--- src/rtl/instr_fetch.sv ---
// RV32I fetch stage: one outstanding word read, single-entry instruction buffer, redirect flush.
// Optional FETCH_MISALIGN_TRAP_EN: a misaligned redirect latches misalign_err and halts fetching.
module instr_fetch #(
  parameter logic [31:0] RESET_PC = 32'h0000_0000
) (
  input  logic        clk,
  input  logic        reset,
  output logic        imem_req,
  output logic [31:0] imem_addr,
  input  logic        imem_gnt,
  input  logic        imem_rvalid,
  input  logic [31:0] imem_rdata,
  output logic        instr_valid,
  input  logic        decode_ready,
  output logic [31:0] instr,
  output logic [31:0] instr_pc,
  input  logic        redirect_valid,
  input  logic [31:0] redirect_pc,
  output logic        misalign_err
);

  localparam logic [31:0] NOP = 32'h0000_0013;

  typedef enum logic [2:0] {
    IDLE,
    REQ,
    WAIT,
    HOLD,
    DRAIN,
    HALT
  } state_t;

  state_t      state_reg;
  logic [31:0] pc_reg;
  logic [31:0] redirect_target;
  logic        redirect_misaligned;
  logic        outstanding;

  always_comb begin
`ifdef FETCH_MISALIGN_TRAP_EN
    redirect_target     = redirect_pc;
    redirect_misaligned = redirect_valid && (redirect_pc[1:0] != 2'b00);
`else
    redirect_target     = {redirect_pc[31:2], redirect_pc[1:0] & 2'b00};
    redirect_misaligned = 1'b0;
`endif
    // A granted request whose response has not yet been seen this cycle.
    outstanding = ((state_reg == REQ) && imem_gnt) ||
                  (((state_reg == WAIT) || (state_reg == DRAIN)) && !imem_rvalid);
  end

`ifdef FETCH_MISALIGN_TRAP_EN
  logic misalign_reg;
  assign misalign_err = misalign_reg;
`else
  assign misalign_err = 1'b0;
`endif

  always_ff @(posedge clk) begin
    if (reset) begin
      state_reg   <= IDLE;
      pc_reg      <= RESET_PC;
      imem_req    <= 1'b0;
      imem_addr   <= RESET_PC;
      instr_valid <= 1'b0;
      instr       <= NOP;
      instr_pc    <= 32'h0000_0000;
`ifdef FETCH_MISALIGN_TRAP_EN
      misalign_reg <= 1'b0;
`endif
    end
`ifdef FETCH_MISALIGN_TRAP_EN
    else if (misalign_reg) begin
      // Halted: only finish draining a response that was already in flight.
      imem_req    <= 1'b0;
      instr_valid <= 1'b0;
      if ((state_reg == DRAIN) && imem_rvalid) state_reg <= HALT;
    end
    else if (redirect_misaligned) begin
      misalign_reg <= 1'b1;
      pc_reg       <= redirect_target;
      imem_addr    <= redirect_target;
      imem_req     <= 1'b0;
      instr_valid  <= 1'b0;
      state_reg    <= outstanding ? DRAIN : HALT;
    end
`endif
    else if (redirect_valid) begin
      pc_reg      <= redirect_target;
      imem_addr   <= redirect_target;
      instr_valid <= 1'b0;
      case (state_reg)
        REQ: begin
          if (imem_gnt) begin
            state_reg <= DRAIN;
            imem_req  <= 1'b0;
          end else begin
            state_reg <= REQ;
            imem_req  <= 1'b1;
          end
        end
        WAIT, DRAIN: begin
          if (imem_rvalid) begin
            state_reg <= REQ;
            imem_req  <= 1'b1;
          end else begin
            state_reg <= DRAIN;
            imem_req  <= 1'b0;
          end
        end
        default: begin
          state_reg <= REQ;
          imem_req  <= 1'b1;
        end
      endcase
    end
    else begin
      case (state_reg)
        IDLE: begin
          state_reg <= REQ;
          imem_req  <= 1'b1;
          imem_addr <= pc_reg;
        end
        REQ: begin
          if (imem_gnt) begin
            state_reg <= WAIT;
            imem_req  <= 1'b0;
          end
        end
        WAIT: begin
          if (imem_rvalid) begin
            instr       <= imem_rdata;
            instr_pc    <= pc_reg;
            instr_valid <= 1'b1;
            pc_reg      <= pc_reg + 32'd4;
            imem_addr   <= pc_reg + 32'd4;
            state_reg   <= HOLD;
          end
        end
        HOLD: begin
          if (decode_ready) begin
            instr_valid <= 1'b0;
            state_reg   <= REQ;
            imem_req    <= 1'b1;
            imem_addr   <= pc_reg;
          end
        end
        DRAIN: begin
          if (imem_rvalid) begin
            state_reg <= REQ;
            imem_req  <= 1'b1;
            imem_addr <= pc_reg;
          end
        end
        default: begin
          state_reg <= IDLE;
          imem_req  <= 1'b0;
        end
      endcase
    end
  end

endmodule
--- config.mk ---
export PLATFORM = sky130hd
export DESIGN_NAME = instr_fetch
export DESIGN_NICKNAME = d
export VERILOG_FILES = /design/src/rtl/instr_fetch.sv
export SDC_FILE = /design/constraint.sdc
export NUM_CORES = 1
export LEC_CHECK = 0
export CAP_MARGIN = 10
export CORE_MARGIN = 8
export CORE_UTILIZATION = 50
export CTS_BUF_LIST = sky130_fd_sc_hd__clkbuf_4 sky130_fd_sc_hd__clkbuf_8 sky130_fd_sc_hd__clkbuf_16
export CTS_CLUSTER_DIAMETER = 80
export DETAILED_ROUTE_END_ITERATION = 7
export PLACE_DENSITY_LB_ADDON = 0.1
export REMOVE_ABC_BUFFERS = 1
export SETUP_SLACK_MARGIN = 0.5
export SYNTH_ARGS = -nofsm -noshare
export SYNTH_HDL_FRONTEND = slang
export SYNTH_SLANG_ARGS = --single-unit
--- constraint.sdc ---
create_clock -name clk -period 4.1 [get_ports clk]
set_input_delay 0.41 -clock clk [delete_from_list [all_inputs] [get_ports clk]]
set_output_delay 0.41 -clock clk [all_outputs]
set_load 0.02 [all_outputs]
==> After elaboration in Yosys (flattened, before gate mapping) <==
Index checks and enable logic that the tools add are counted.
Widths: inputs -> output; s select.
{ "op_classes": {"addsub": 1, "multipliers": 0, "div": 0, "n_lt_le_gt_ge": 0, "n_eq_ne": 12, "n_shift": 0, "muxes": 27, "bitwise": 1, "n_reduce_logical": 16} }
{ "ops": {"columns": ["op", "n"], "rows": [
  ["$mux 32", 7],
  ["$pmux 32 s4", 1],
  ["$add 32x3->32 const B", 1],
  ["$mux 3", 7],
  ["$reduce_and 4->1", 4],
  ["$pmux 3 s5", 1],
  ["$ne 3x3->1 const B", 4],
  ["$ne 2x2->1 const B", 4],
  ["$mux 1", 7],
  ["$eq 3x2->1 const B", 2],
  ["$pmux 3 s2", 1],
  ["$reduce_and 3->1", 2],
  ["$reduce_bool 2->1", 3],
  ["$pmux 1 s5", 1],
  ["$reduce_bool 5->1", 1],
  ["$pmux 1 s2", 2],
  ["$reduce_and 2->1", 2],
  ["$reduce_bool 4->1", 1],
  ["$reduce_or 2->1", 2],
  ["$eq 3x1->1 const B", 1],
  ["$eq 3x3->1 const B", 1],
  ["$logic_not 3->1", 1],
  ["$not 1->1", 1]
]} }
{ "totals": {"regBits": 133, "latch_bits": 0, "ramBits": 0, "mem_bits_ro": 0, "out_inout_bits": 99, "elab_cells": 66, "memories": 0} }

==> Logic depth before layout (Yosys ltp) <==
{ "depth": {"word_depth": 4, "depth_mapped": 9, "depth_no_buf": 6} }

==> Least setup slack after synthesis <==
OpenSTA, ideal clock, no wires.
{ "synth_timing": {"path_type": "register to register", "from": "reg pc_reg[3]", "to": "reg pc_reg[30]", "setup_ns": 0.130, "arrival_time_ns": 1.929, "required_time_ns": 3.970, "path_slack_ns": 2.040, "path_stages_with_launch": 8, "path_cell_list": "dfxtp_1 ha_1 buf_4 nand4_4 or4_1 nor4_2 xnor2_1 o22ai_1"} }
{ "synth_between": {"elab_chain_len": 4} }
{ "synth_rtl": {"columns": ["item", "line", "rtl"], "rows": [
  ["from (decl)", "34", "logic [31:0] pc_reg;"],
  ["from (signal assigned)", "89", "pc_reg <= redirect_target;"],
  ["from (signal assigned)", "135", "pc_reg <= pc_reg + 32'd4;"],
  ["$add 32x3->32", "135", null],
  ["$mux 32", "131", "if (imem_rvalid) begin"],
  ["$mux 32", "118", "case (state_reg)"],
  ["$mux 32", "88", "else if (redirect_valid) begin"]
]} }
Every way passes these cells. The select of a mux whose other input is x is not followed.
A chain may end at the register's enable or synchronous reset.

==> Worst setup path after layout <==
{ "layout_timing": {"from": "reg pc_reg[4]", "to": "reg pc_reg[31]"} }
Same word-level chain as after synthesis.

==> results.cfg <==
[timing]
final.setup.tns_ns = 0
relSlewSlack_pct = 31.22
hold_viol_final = 0
slew_violations = 0
setup_violations = 0
period_share_pct = 65.38
max_freq_mhz = 373.0
tightest_slew_ns = 1.032
rsz0062_at_grt = false
hold_slack_ns = 0.4439
post-route-min-period_ns = 2.681
fin_skew_ns = 0.004612
finalWorstSetupSlack_ns = 1.419

[grt]
grt_max_degree = 65
grt_pass1_wl_um = 30150
antenna_found_initial = 0
groute.usage.overall_pct = 22.65
overflow = 0
first_global_vias = 5903

[yosys]
synth_ff_type = dfxtp_1
synth.distinct_cells = 73
ys.warnings.count = 0
netlist_area_um2 = 6329
yosysSeqAreaShare_pct = 40.17
synth-async-reset-ratio_pct = 0
avgSynthCellArea_um2 = 8.052
ys_ff_latch = 127
synth_edf_count = 0
synthCells = 786

[power]
ir_drop_v = 0.0002722
power_leakage_nw = 2.817
power_mw = 3.367
power_density_nw_per_um2 = 396.8

[placement]
globalplace.congestion = 0.8711
dp.cells = 1055
port_buffers = 161
dpl_worst_slack_ns = 1.172
dp_hpwl_um = 12830

[critical_path]
critPathArrivalTime_ns = 2.96
crit_type = register to register
start_kind = register
end_kind = register
worst-path-max-fanout = 13
required_ns = 4.38

[routing]
dr_wl_met2_um = 8700
dr.pass1.iters = 5
drt-total-wl_um = 19070
antenna_left = 0
topRoutingLayerUsed = met4
met3_length_um = 1532
drcViolationCount = 0
viasPerCell = 5.724
drt_iter0_drc = 482
vias = 6222
wl_per_cell_um = 17.54
wl_met1_um = 8248

[final_layout]
diodes = 0
finalNonFillerCells = 1087
layout.cells.most_common_list = 167 x nand2_1, 160 x clkdlybuf4s50_1, 127 x dfxtp_1, 84 x a21oi_1, 43 x nor2_1
largest_reg_flops = 32
top_register = instr
layout-drive-gt1-share_pct = 8.415
area_delta_synth_final_pct = 34.08
num-nets-final = 973
final_common_cell = nand2_1

[clock_network]
cts_tree = built
cts_buffers = 17
ctsHoldBuffers = 0
clockBufferDepth = 2
cts_resized = 0
clockRootBuffer = clkbuf_16
clk_latency_ns = 0.42
post_cts_buffers = 0
cts_sinks = 127
h-tree-depth = 4
path_clk_slew_ns = 0.05

[floorplan]
rows = 41
coreArea_um2 = 12470
initial_core_util_pct = 50.77
die-area_um2 = 16510
die_h_um = 128.5
die_w_um = 128.5
io_pins = 169

[hold_path]
hold_path.class = primary input to register

[outcome]
status = complete, no violations

[flow_run]
drv_cap = 0
==> cell type report <==
class	instances	area [um2]
timing repair buffer	170	1689
multi-input combinational	580	3403
inverter	6	22.52
sequential	127	2542
clock buffer	27	538.0
tap	172	215.2
clock inverter	5	75.07
fill	1056	3980
==> routing by layer <==
metal  vias up  GRT usage (%)
met5         -              0
li1       2985              -
met3        49          7.199
met1      2916          27.39
met2       272          36.00
met4         0          10.64
==> final timing paths <==
path / depth (start not counted) / startpoint / endpoint / slack (ns)
setup reg to reg: 5 / pc_reg[4] / pc_reg[31] / 1.42
hold reg to reg: 2 / instr[12] / instr[12] / 0.45
setup / recovery: 5 / pc_reg[4] / pc_reg[31] / 1.42
hold / removal: 2 / reset / imem_addr[3] / 0.44
==> kinds of logic after synthesis <==
kind of cell / synth area share [%]
buffers and inverters: 6.504
other: 0.05926
AO/OA/AOI/OAI: 19.83
AND/OR/NAND/NOR: 26.55
adder cells (fa/ha/maj): 0.1977
multiplexers: 0.3163
XOR/XNOR: 6.366
flip-flops: 40.17
==> Yosys cell counts (3+ instances only) <==
library cell  instances  area [um2]
a211oi_1             14       105.1
a21boi_0              6       45.04
a21oi_1              84       420.4
a221oi_1              5       43.79
a311oi_1              4       35.03
a31oi_1               3       18.77
and2_1                3       18.77
and4_1                4       35.03
buf_2                20       100.1
buf_4                10       75.07
buf_6                 5       56.30
clkbuf_1             40       150.1
dfxtp_1             127        2542
inv_1                 6       22.52
nand2_1             168       630.6
nand2b_1              3       18.77
nand3_1              19       95.09
nand4_1              17       106.4
nor2_1               43       161.4
nor2b_1               7       43.79
nor3_1               13       65.06
nor3_2                4       40.04
nor4_1                5       31.28
nor4_2                5       62.56
o211ai_1              5       37.54
o21a_1                6       45.04
o21ai_0              29       145.1
o221ai_1              7       61.31
o22a_1                4       35.03
o22ai_1               8       50.05
o31ai_1               4       30.03
or3_1                 8       50.05
or3b_2                3       26.28
or4_1                 5       37.54
xnor2_1              38       332.8
xor2_1                8       70.07
==> critical path, cell delays in order, from the launching register on <==
cell,delay (ns)
dfxtp_1,0.57
nand4_2,0.47
nor4_1,0.41
or3b_2,0.53
mux2i_1,0.14
a2111oi_0,0.43
==> per-stage QoR <==
stage                     utilization (%)  instance area [um2]
final                               68.07                 8486
after global routing                68.07                 8486
after CTS                           68.07                 8486
after detailed placement            63.15                 7873
after global placement              63.15                 7873
after floorplan                         -                 5954
==> where the power goes <==
group	leakage [nW]	internal, mW	switching (mW)
combinational	1.47	0.214	0.237
clock	0.311	1.02	0.530
sequential	1.04	1.29	0.0762
total	2.82	2.52	0.844
(Power assumes the default switching activity.)
